<file path="src/rtl/btn_toggle_bank_if.sv">
// -----------------------------------------------------------------------------
// btn_toggle_bank_if
//   Groups the button-side inputs and LED-side outputs of btn_toggle_bank.
//
//   Signals (CHANNELS bits wide unless noted):
//     btn         raw asynchronous button levels, 1 = pressed
//     mode        per-channel mode, 0 = toggle, 1 = momentary
//     clear       (1 bit) synchronous clear of all toggle states
//     led         per-channel output level
//     press_pulse one-cycle strobe on each debounced press
//     long_press  one-cycle strobe when a hold reaches the long-press threshold
//
//   Modports:
//     master  the board / environment side (drives btn, mode, clear)
//     slave   the btn_toggle_bank side (drives led, press_pulse, long_press)
// -----------------------------------------------------------------------------
interface btn_toggle_bank_if #(
    parameter int CHANNELS = 4
);
    logic [CHANNELS-1:0] btn;
    logic [CHANNELS-1:0] mode;
    logic                clear;
    logic [CHANNELS-1:0] led;
    logic [CHANNELS-1:0] press_pulse;
    logic [CHANNELS-1:0] long_press;

    modport master (
        output btn, mode, clear,
        input  led, press_pulse, long_press
    );

    modport slave (
        input  btn, mode, clear,
        output led, press_pulse, long_press
    );
endinterface

</file>
<file path="src/rtl/btn_toggle_bank.sv">
// -----------------------------------------------------------------------------
// btn_toggle_bank
//   Multi-channel push-button front end. Each channel synchronises its raw
//   button, debounces it with a stable-cycle counter, detects the debounced
//   rising edge and drives an LED either as a toggle or as a momentary follow.
//
//   Ports:
//     clk    system clock, all logic on the rising edge
//     reset  asynchronous, active-high reset
//     bus    btn_toggle_bank_if.slave: btn, mode, clear in;
//            led, press_pulse, long_press out
//
//   Strobe semantics: press_pulse[i] and long_press[i] are registered and
//   high for exactly one clock; there is no back-pressure, a consumer that
//   does not sample the strobe in that cycle misses the event.
//
//   Optional build macro: BTN_TOGGLE_BANK_LONG_PRESS_EN
//     defined   per-channel hold counters drive long_press
//     undefined long_press is tied to 0 (port list unchanged)
// -----------------------------------------------------------------------------
module btn_toggle_bank #(
    parameter int CHANNELS          = 4,
    parameter int DEBOUNCE_CYCLES   = 16,
    parameter int SYNC_STAGES       = 2,
    parameter int LONG_PRESS_CYCLES = 1024
) (
    input logic               clk,
    input logic               reset,
    btn_toggle_bank_if.slave  bus
);

    localparam int CW = $clog2(DEBOUNCE_CYCLES + 1);
    // Count value on which a persistent difference is accepted as the new level.
    localparam logic [CW-1:0] CNT_LAST = CW'(DEBOUNCE_CYCLES - 1);

    // Illegal parameterisations stop elaboration instead of building odd hardware.
    if (CHANNELS < 1 || DEBOUNCE_CYCLES < 1 || SYNC_STAGES < 2 || LONG_PRESS_CYCLES < 1) begin : g_param_check
        $error("btn_toggle_bank: illegal parameter value");
    end

    // ------------------------------------------------------------------
    // Input synchroniser: stage 0 samples the raw pins, last stage is s.
    // ------------------------------------------------------------------
    logic [CHANNELS-1:0] sync_q [SYNC_STAGES];
    logic [CHANNELS-1:0] s;

    always_ff @(posedge clk or posedge reset) begin
        if (reset) begin
            for (int k = 0; k < SYNC_STAGES; k++) begin
                sync_q[k] <= '0;
            end
        end else begin
            sync_q[0] <= bus.btn;
            for (int k = 1; k < SYNC_STAGES; k++) begin
                sync_q[k] <= sync_q[k-1];
            end
        end
    end

    assign s = sync_q[SYNC_STAGES-1];

    // ------------------------------------------------------------------
    // Debouncer, press detect and toggle state
    // ------------------------------------------------------------------
    logic [CW-1:0]       cnt [CHANNELS];
    logic [CHANNELS-1:0] deb;
    logic [CHANNELS-1:0] tog;
    logic [CHANNELS-1:0] press_q;
    logic [CHANNELS-1:0] rise;

    // rise marks the edge on which the debounced level goes 0 -> 1.
    always_comb begin
        rise = '0;
        for (int ch = 0; ch < CHANNELS; ch++) begin
            rise[ch] = s[ch] & ~deb[ch] & (cnt[ch] == CNT_LAST);
        end
    end

    always_ff @(posedge clk or posedge reset) begin
        if (reset) begin
            for (int ch = 0; ch < CHANNELS; ch++) begin
                cnt[ch] <= '0;
            end
            deb     <= '0;
            tog     <= '0;
            press_q <= '0;
        end else begin
            for (int ch = 0; ch < CHANNELS; ch++) begin
                if (s[ch] == deb[ch]) begin
                    // Input agrees with the accepted level: any partial count
                    // was a glitch and is discarded.
                    cnt[ch] <= '0;
                end else if (cnt[ch] == CNT_LAST) begin
                    deb[ch] <= s[ch];
                    cnt[ch] <= '0;
                end else begin
                    cnt[ch] <= cnt[ch] + 1'b1;
                end
            end
            press_q <= rise;
            // clear beats a simultaneous press; the strobe is unaffected.
            if (bus.clear) begin
                tog <= '0;
            end else begin
                tog <= tog ^ (rise & ~bus.mode);
            end
        end
    end

    assign bus.press_pulse = press_q;
    // Combinational mux so a mode change shows up in the same cycle.
    assign bus.led = (bus.mode & deb) | (~bus.mode & tog);

    // ------------------------------------------------------------------
    // Long-press detection
    // ------------------------------------------------------------------
`ifdef BTN_TOGGLE_BANK_LONG_PRESS_EN
    localparam int HW = $clog2(LONG_PRESS_CYCLES + 1);
    localparam logic [HW-1:0] HOLD_MAX = HW'(LONG_PRESS_CYCLES);

    logic [HW-1:0]       hold [CHANNELS];
    logic [CHANNELS-1:0] long_q;

    always_ff @(posedge clk or posedge reset) begin
        if (reset) begin
            for (int ch = 0; ch < CHANNELS; ch++) begin
                hold[ch] <= '0;
            end
            long_q <= '0;
        end else begin
            for (int ch = 0; ch < CHANNELS; ch++) begin
                if (!deb[ch]) begin
                    hold[ch]   <= '0;
                    long_q[ch] <= 1'b0;
                end else if (hold[ch] != HOLD_MAX) begin
                    // Saturating at HOLD_MAX guarantees one strobe per hold.
                    hold[ch]   <= hold[ch] + 1'b1;
                    long_q[ch] <= (hold[ch] == HOLD_MAX - 1'b1);
                end else begin
                    long_q[ch] <= 1'b0;
                end
            end
        end
    end

    assign bus.long_press = long_q;
`else
    assign bus.long_press = '0;
`endif

endmodule

</file>
<file path="src/flat_wrapper.sv">
// flat-port wrapper written by rule: the top's interface ports become plain ports
module btn_toggle_bank_flat 
#(
    parameter int CHANNELS          = 4,
    parameter int DEBOUNCE_CYCLES   = 16,
    parameter int SYNC_STAGES       = 2,
    parameter int LONG_PRESS_CYCLES = 1024
)
  (clk, reset, bus_btn, bus_mode, bus_clear, bus_led, bus_press_pulse, bus_long_press);
  btn_toggle_bank_if #(.CHANNELS(CHANNELS)) bus_i ();
  input logic clk;
  input logic reset;
  input wire logic [$bits(bus_i.btn)-1:0] bus_btn;
  input wire logic [$bits(bus_i.mode)-1:0] bus_mode;
  input wire logic [$bits(bus_i.clear)-1:0] bus_clear;
  output wire logic [$bits(bus_i.led)-1:0] bus_led;
  output wire logic [$bits(bus_i.press_pulse)-1:0] bus_press_pulse;
  output wire logic [$bits(bus_i.long_press)-1:0] bus_long_press;
  assign bus_i.btn = bus_btn;
  assign bus_i.mode = bus_mode;
  assign bus_i.clear = bus_clear;
  assign bus_led = bus_i.led;
  assign bus_press_pulse = bus_i.press_pulse;
  assign bus_long_press = bus_i.long_press;
  btn_toggle_bank #(.CHANNELS(CHANNELS), .DEBOUNCE_CYCLES(DEBOUNCE_CYCLES), .SYNC_STAGES(SYNC_STAGES), .LONG_PRESS_CYCLES(LONG_PRESS_CYCLES)) u_core (.clk(clk), .reset(reset), .bus(bus_i));
endmodule
</file>
<file path="config.mk">
export PLATFORM = sky130hd
export DESIGN_NAME = btn_toggle_bank_flat
export DESIGN_NICKNAME = d
export VERILOG_FILES = /design/src/rtl/btn_toggle_bank_if.sv /design/src/rtl/btn_toggle_bank.sv /design/src/flat_wrapper.sv
export SDC_FILE = /design/constraint.sdc
export NUM_CORES = 1
export LEC_CHECK = 0
export ABC_AREA = 1
export BUFFER_PORTS_ARGS = -buffer_cell sky130_fd_sc_hd__buf_2
export CAP_MARGIN = 5
export CORE_ASPECT_RATIO = 2
export CORE_UTILIZATION = 23
export DETAILED_ROUTE_END_ITERATION = 12
export PLACE_DENSITY = 0.5
export SYNTH_ARGS = -nofsm -noshare
export SYNTH_HDL_FRONTEND = slang
export SYNTH_SLANG_ARGS = --single-unit
</file>
<file path="constraint.sdc">
create_clock -name clk -period 1.4 [get_ports clk]
set_clock_uncertainty 0.2 [all_clocks]
set_input_delay 0.28 -clock clk [delete_from_list [all_inputs] [get_ports clk]]
set_output_delay 0.28 -clock clk [all_outputs]
set_load 0.005 [all_outputs]
</file>
* Yosys cells after proc, flatten, opt, wreduce, memory -nomap -nowiden *
Index checks and enable logic that the tools add are counted.
W data, S select, Z words.

word-level totals
  register bits after elaboration = 40
  input port bits = 11
  output and inout bits = 12
  word-level logic and storage cells = 59

cells by class
  reduce and logical (&&, ||, !) cells = 4
  equality and inequality tests = 8
  add/sub/neg operators = 4
  bitwise gates (word level) = 22
  muxes and demuxes = 9

operators with widths
  cell                   count
  $mux W5                8
  $add A5 B1 Y5 const B  4
  $eq A5 B4 Y1 const B   4
  $and A4 B4 Y4          3
  $and A1 B1 Y1          8
  $not A1 Y1             8
  $reduce_and A2 Y1      4
  $eq A1 B1 Y1           4
  $mux W4                1
  $not A4 Y4             1
  $or A4 B4 Y4           1
  $xor A4 B4 Y4          1

* Logic depth before layout (Yosys ltp) *
  depth in word-level cells = 6
  mapped depth = 7
  gate-level depth less buffers = 7

* Worst setup path after synthesis *
OpenSTA, ideal clock, no wires.

  path kind = reg-to-reg
  start = register u_core.cnt[15] (netlist name)
  end = register u_core.cnt[18] (netlist name)
  clock period less this slack = 1263 ps
  setup time = 118 ps
  slack = 137 ps
  arrival = 945 ps
  stages on the path, launching flop included = 7
  buffers on the path = 0
  data required time = 1082 ps
  cell sequence = dfrtp_1 ha_1 nand3_2 nor2_4 inv_1 nand2_1 nor2_1

between the ends
  word-level cells in the longest chain between the ends = 3
  elaborated cells on any way between the ends = 4
  classes of those cells = 1 x add/sub; 1 x eq/ne; 2 x mux

RTL lines
  element                                               line                                          source
  start, declared                                       btn_toggle_bank.sv:65                         logic [CW-1:0] cnt [CHANNELS];
  start signal, assigned by index                       btn_toggle_bank.sv:97                         cnt[ch] <= cnt[ch] + 1'b1;
  $add A5 B1 Y5 / $eq A5 B4 Y1 (equally long branches)  btn_toggle_bank.sv:97, btn_toggle_bank.sv:93
  $mux W5 (*)                                           btn_toggle_bank.sv:93                         end else if (cnt[ch] == CNT_LAST) begin
  $mux W5 (*)                                           btn_toggle_bank.sv:89                         if (s[ch] == deb[ch]) begin

Mark *: on every way between the ends. The rest lies on a longest branch, timed or not.
A chain may end at the register's enable or synchronous reset.

* Final worst setup path *
  start = register u_core.tog[1]
  end = output bus_led[1]

between the ends
  word-level cells in the longest chain between the ends = 2

RTL lines
  element                 line                    source
  start, declared         btn_toggle_bank.sv:67   logic [CHANNELS-1:0] tog;
  start signal, assigned  btn_toggle_bank.sv:105  tog <= tog ^ (rise & ~bus.mode);
  $and A4 B4 Y4           btn_toggle_bank.sv:112  assign bus.led = (bus.mode & deb) | (~bus.mode & tog);
  $or A4 B4 Y4            btn_toggle_bank.sv:112
  end, declared           flat_wrapper.sv:16      output wire logic [$bits(bus_i.led)-1:0] bus_led;

Every way passes these cells.

==> results.cfg <==
[status]
status = finished clean

[final_layout]
drive_above_1_share_pct = 26.50
layout_commonest_cell = dfrtp_1
regArea_um2 = 1001
fin_nets = 252
final_cell_mix = 40 x dfrtp_1, 39 x inv_1, 27 x nor2_1
syn_to_final_growth_pct = 31.42
nFillCells = 808
antennaDiodeCount = 0
multi_input_area_um2 = 670.6

[power]
power_frac_seq_pct = 45.8
p_sw_share_pct = 21.61
switchingPower_mw = 0.5815
clkPwrFrac_pct = 47.9
comb_power_share_pct = 6.3
total_power_mw = 2.691
peakVddDrop_v = 0.0005546
cellLeakagePower_nw = 1.156
p_int_mw = 2.110
power.density_nw_per_um2 = 1145

[clock_tree]
insertion_delay_ns = 0.28
clock_sinks = 40
cts_tree = yes
cts_max_level = 2
cts_buffers = 5
clk_path_buf_depth = 2
cts_root_buffer = clkbuf_16
clkTransAtPathRegs_ns = 0.06

[setup_path]
cp.required_ns = 0.92
worstSetupStartpointType = flop
path_class = reg -> out
crit_path_end_kind = output pin
cp.arrival_ns = 0.90
path_max_fanout = 2

[place]
io_buffers = 18
place_ws_ns = -0.008564
dpl.hpwl_um = 2330
gp_congestion = 0.7722

[drt]
vias = 1303
wl_um = 3317
viasPerCell = 3.973
detail-route-antenna-nets = 0
drcViolationCount = 0
avgRoutedWirePerCell_um = 10.11
dr.pass1.iters = 2
drt-initial-drc-count = 52

[die]
num_rows = 45
die_y_um = 126.7
io_pins = 23
start_util_pct = 23.70
dieArea_um2 = 8152
dieWidth_um = 64.35
core_um2 = 7545

[flow_run]
cap_violations = 0

[logic_synthesis]
syn_inst = 195
postSynthAreaPerCell_um2 = 9.169
yosysWarnings = 0
synth_fa_ha_area_share_pct = 5.598
synth_compound_area_share_pct = 4.479
synth_top_family_by_area = simple AND/OR/NAND/NOR gates
yosys.area_share.simple_pct = 20.43
synthMuxAreaShare_pct = 0
ys_seq_area_share_pct = 55.98
ys_ff_latch = 40
syn-cell-area_um2 = 1788
synth_xor_area_share_pct = 1.959
synth.distinct_cells = 16

[timing]
fin_ws_ns = 0.02438
hold_viol = 0
rsz0062_at_grt = yes
setup_violations = 0
slew_viol_final = 0
fin_crit_ns = 1.376
fmax_mhz = 726.9
period_share_pct = 98.26

[grt]
grt_start_max_net_pins = 41
track_usage_pct = 9.123
grt_overflow = 0
antenna_found_initial = 0
grt_pass1_vias = 1340
grt_pass1_wl_um = 5602

[min_path]
hp-class = in -> reg
## power groups by stage
stage	logic [mW]	registers (mW)	clock network, mW
final	0.171	1.23	1.29
after global routing	0.198	1.24	1.38
after floorplan	0.0944	1.24	0
after global placement	0.136	1.24	0
after CTS	0.151	1.22	1.34
after detailed placement	0.139	1.24	0
## registers in the layout, summed over array words and instances, names as in the netlist
name,cells
u_core.cnt,20
u_core.bus.press_pulse,4
u_core.deb,4
u_core.s,4
u_core.sync_q,4
u_core.tog,4
## worst max-delay path, cell delays in order (launching register included)
cell and delay (ns):
dfrtp_1 0.36, inv_2 0.05, o21ai_2 0.09, buf_2 0.12
## per-stage QoR
step             TNS, ns  instances  cell area (um2)  hold WS (ns)  utilization [%]
2_1_floorplan          0        198             1799        0.1114                -
3_3_place_gp           0        308             2004        0.1372            26.57
3_5_place_dp   -0.009398        308             2004        0.1405            26.57
4_1_cts        -0.006908        324             2247        0.1052            29.78
5_1_grt          -0.1516        328             2350        0.1232            31.14
6_report               0        328             2350        0.1082            31.14
## per-layer routing
metal | track usage, % | routed length, um
met2 | 16.16 | 1823
met1 | 9.148 | 1289
met4 | 5.229 | 72
met5 | 0 | 0
met3 | 2.788 | 131
## cell usage after synthesis
master   count  area [um2]
nor2_1      28       105.1
nor2_4       2       22.52
nand2_2      2       12.51
nand3_2      4       40.04
xor2_1       4       35.03
conb_1       1       3.750
dfrtp_1     40        1001
a21oi_1      8       40.04
o21ai_0      8       40.04
nand4_1      8       50.05
nand2_1     22       82.58
nor2_2       2       12.51
buf_4        4       30.03
nand3_1      8       40.04
ha_1         8       100.1
inv_1       46       172.7
## kinds of logic (layout without fill, tap and decap cells)
| kind of cell | Yosys count | count (layout) |
|---|---|---|
| buffers and inverters | 50 | 86 |
| flip-flops | 40 | 40 |
| other | 1 | 4 |
| adder cells (fa/ha/maj) | 8 | 8 |
| AO/OA/AOI/OAI | 16 | 16 |
| AND/OR/NAND/NOR | 76 | 76 |
| XOR/XNOR | 4 | 4 |
## layout make-up
class                   instances  area share (%)
clock buffers                   5           5.325
clock inverters                 3           1.810
inverters                      46           7.348
multi-input cells             108           28.54
flip-flops and latches         40           42.60
well taps                      94           5.005
repair buffers                 32           9.372
## timing repair
item,CTS,global route
setup buffers,3,4
endpoints found under the setup margin,8,24
pin swaps,0,4
endpoints found under the hold margin,44,0
resized for setup,5,22
hold buffers,5,0
## path summary, 6_finish.rpt
check | cells past startpoint | slack (ns) | start | to
max in group asynchronous | 4 | 0.41 | reset | u_core.cnt[17]$_DFF_PP0_
worst min register to register | 0 | 0.15 | u_core.sync_q[5]$_DFF_PP0_ | u_core.s[1]$_DFF_PP0_
worst min-delay path | 4 | 0.11 | bus_clear | u_core.tog[0]$_DFF_PP0_
min in group asynchronous | 4 | 0.40 | reset | u_core.deb[2]$_DFFE_PP0P_
worst max-delay path | 3 | 0.02 | u_core.tog[1]$_DFF_PP0_ | bus_led[1]
worst max register to register | 6 | 0.07 | u_core.cnt[10]$_DFF_PP0_ | u_core.cnt[13]$_DFF_PP0_
Power figures use the tool's default switching activity.
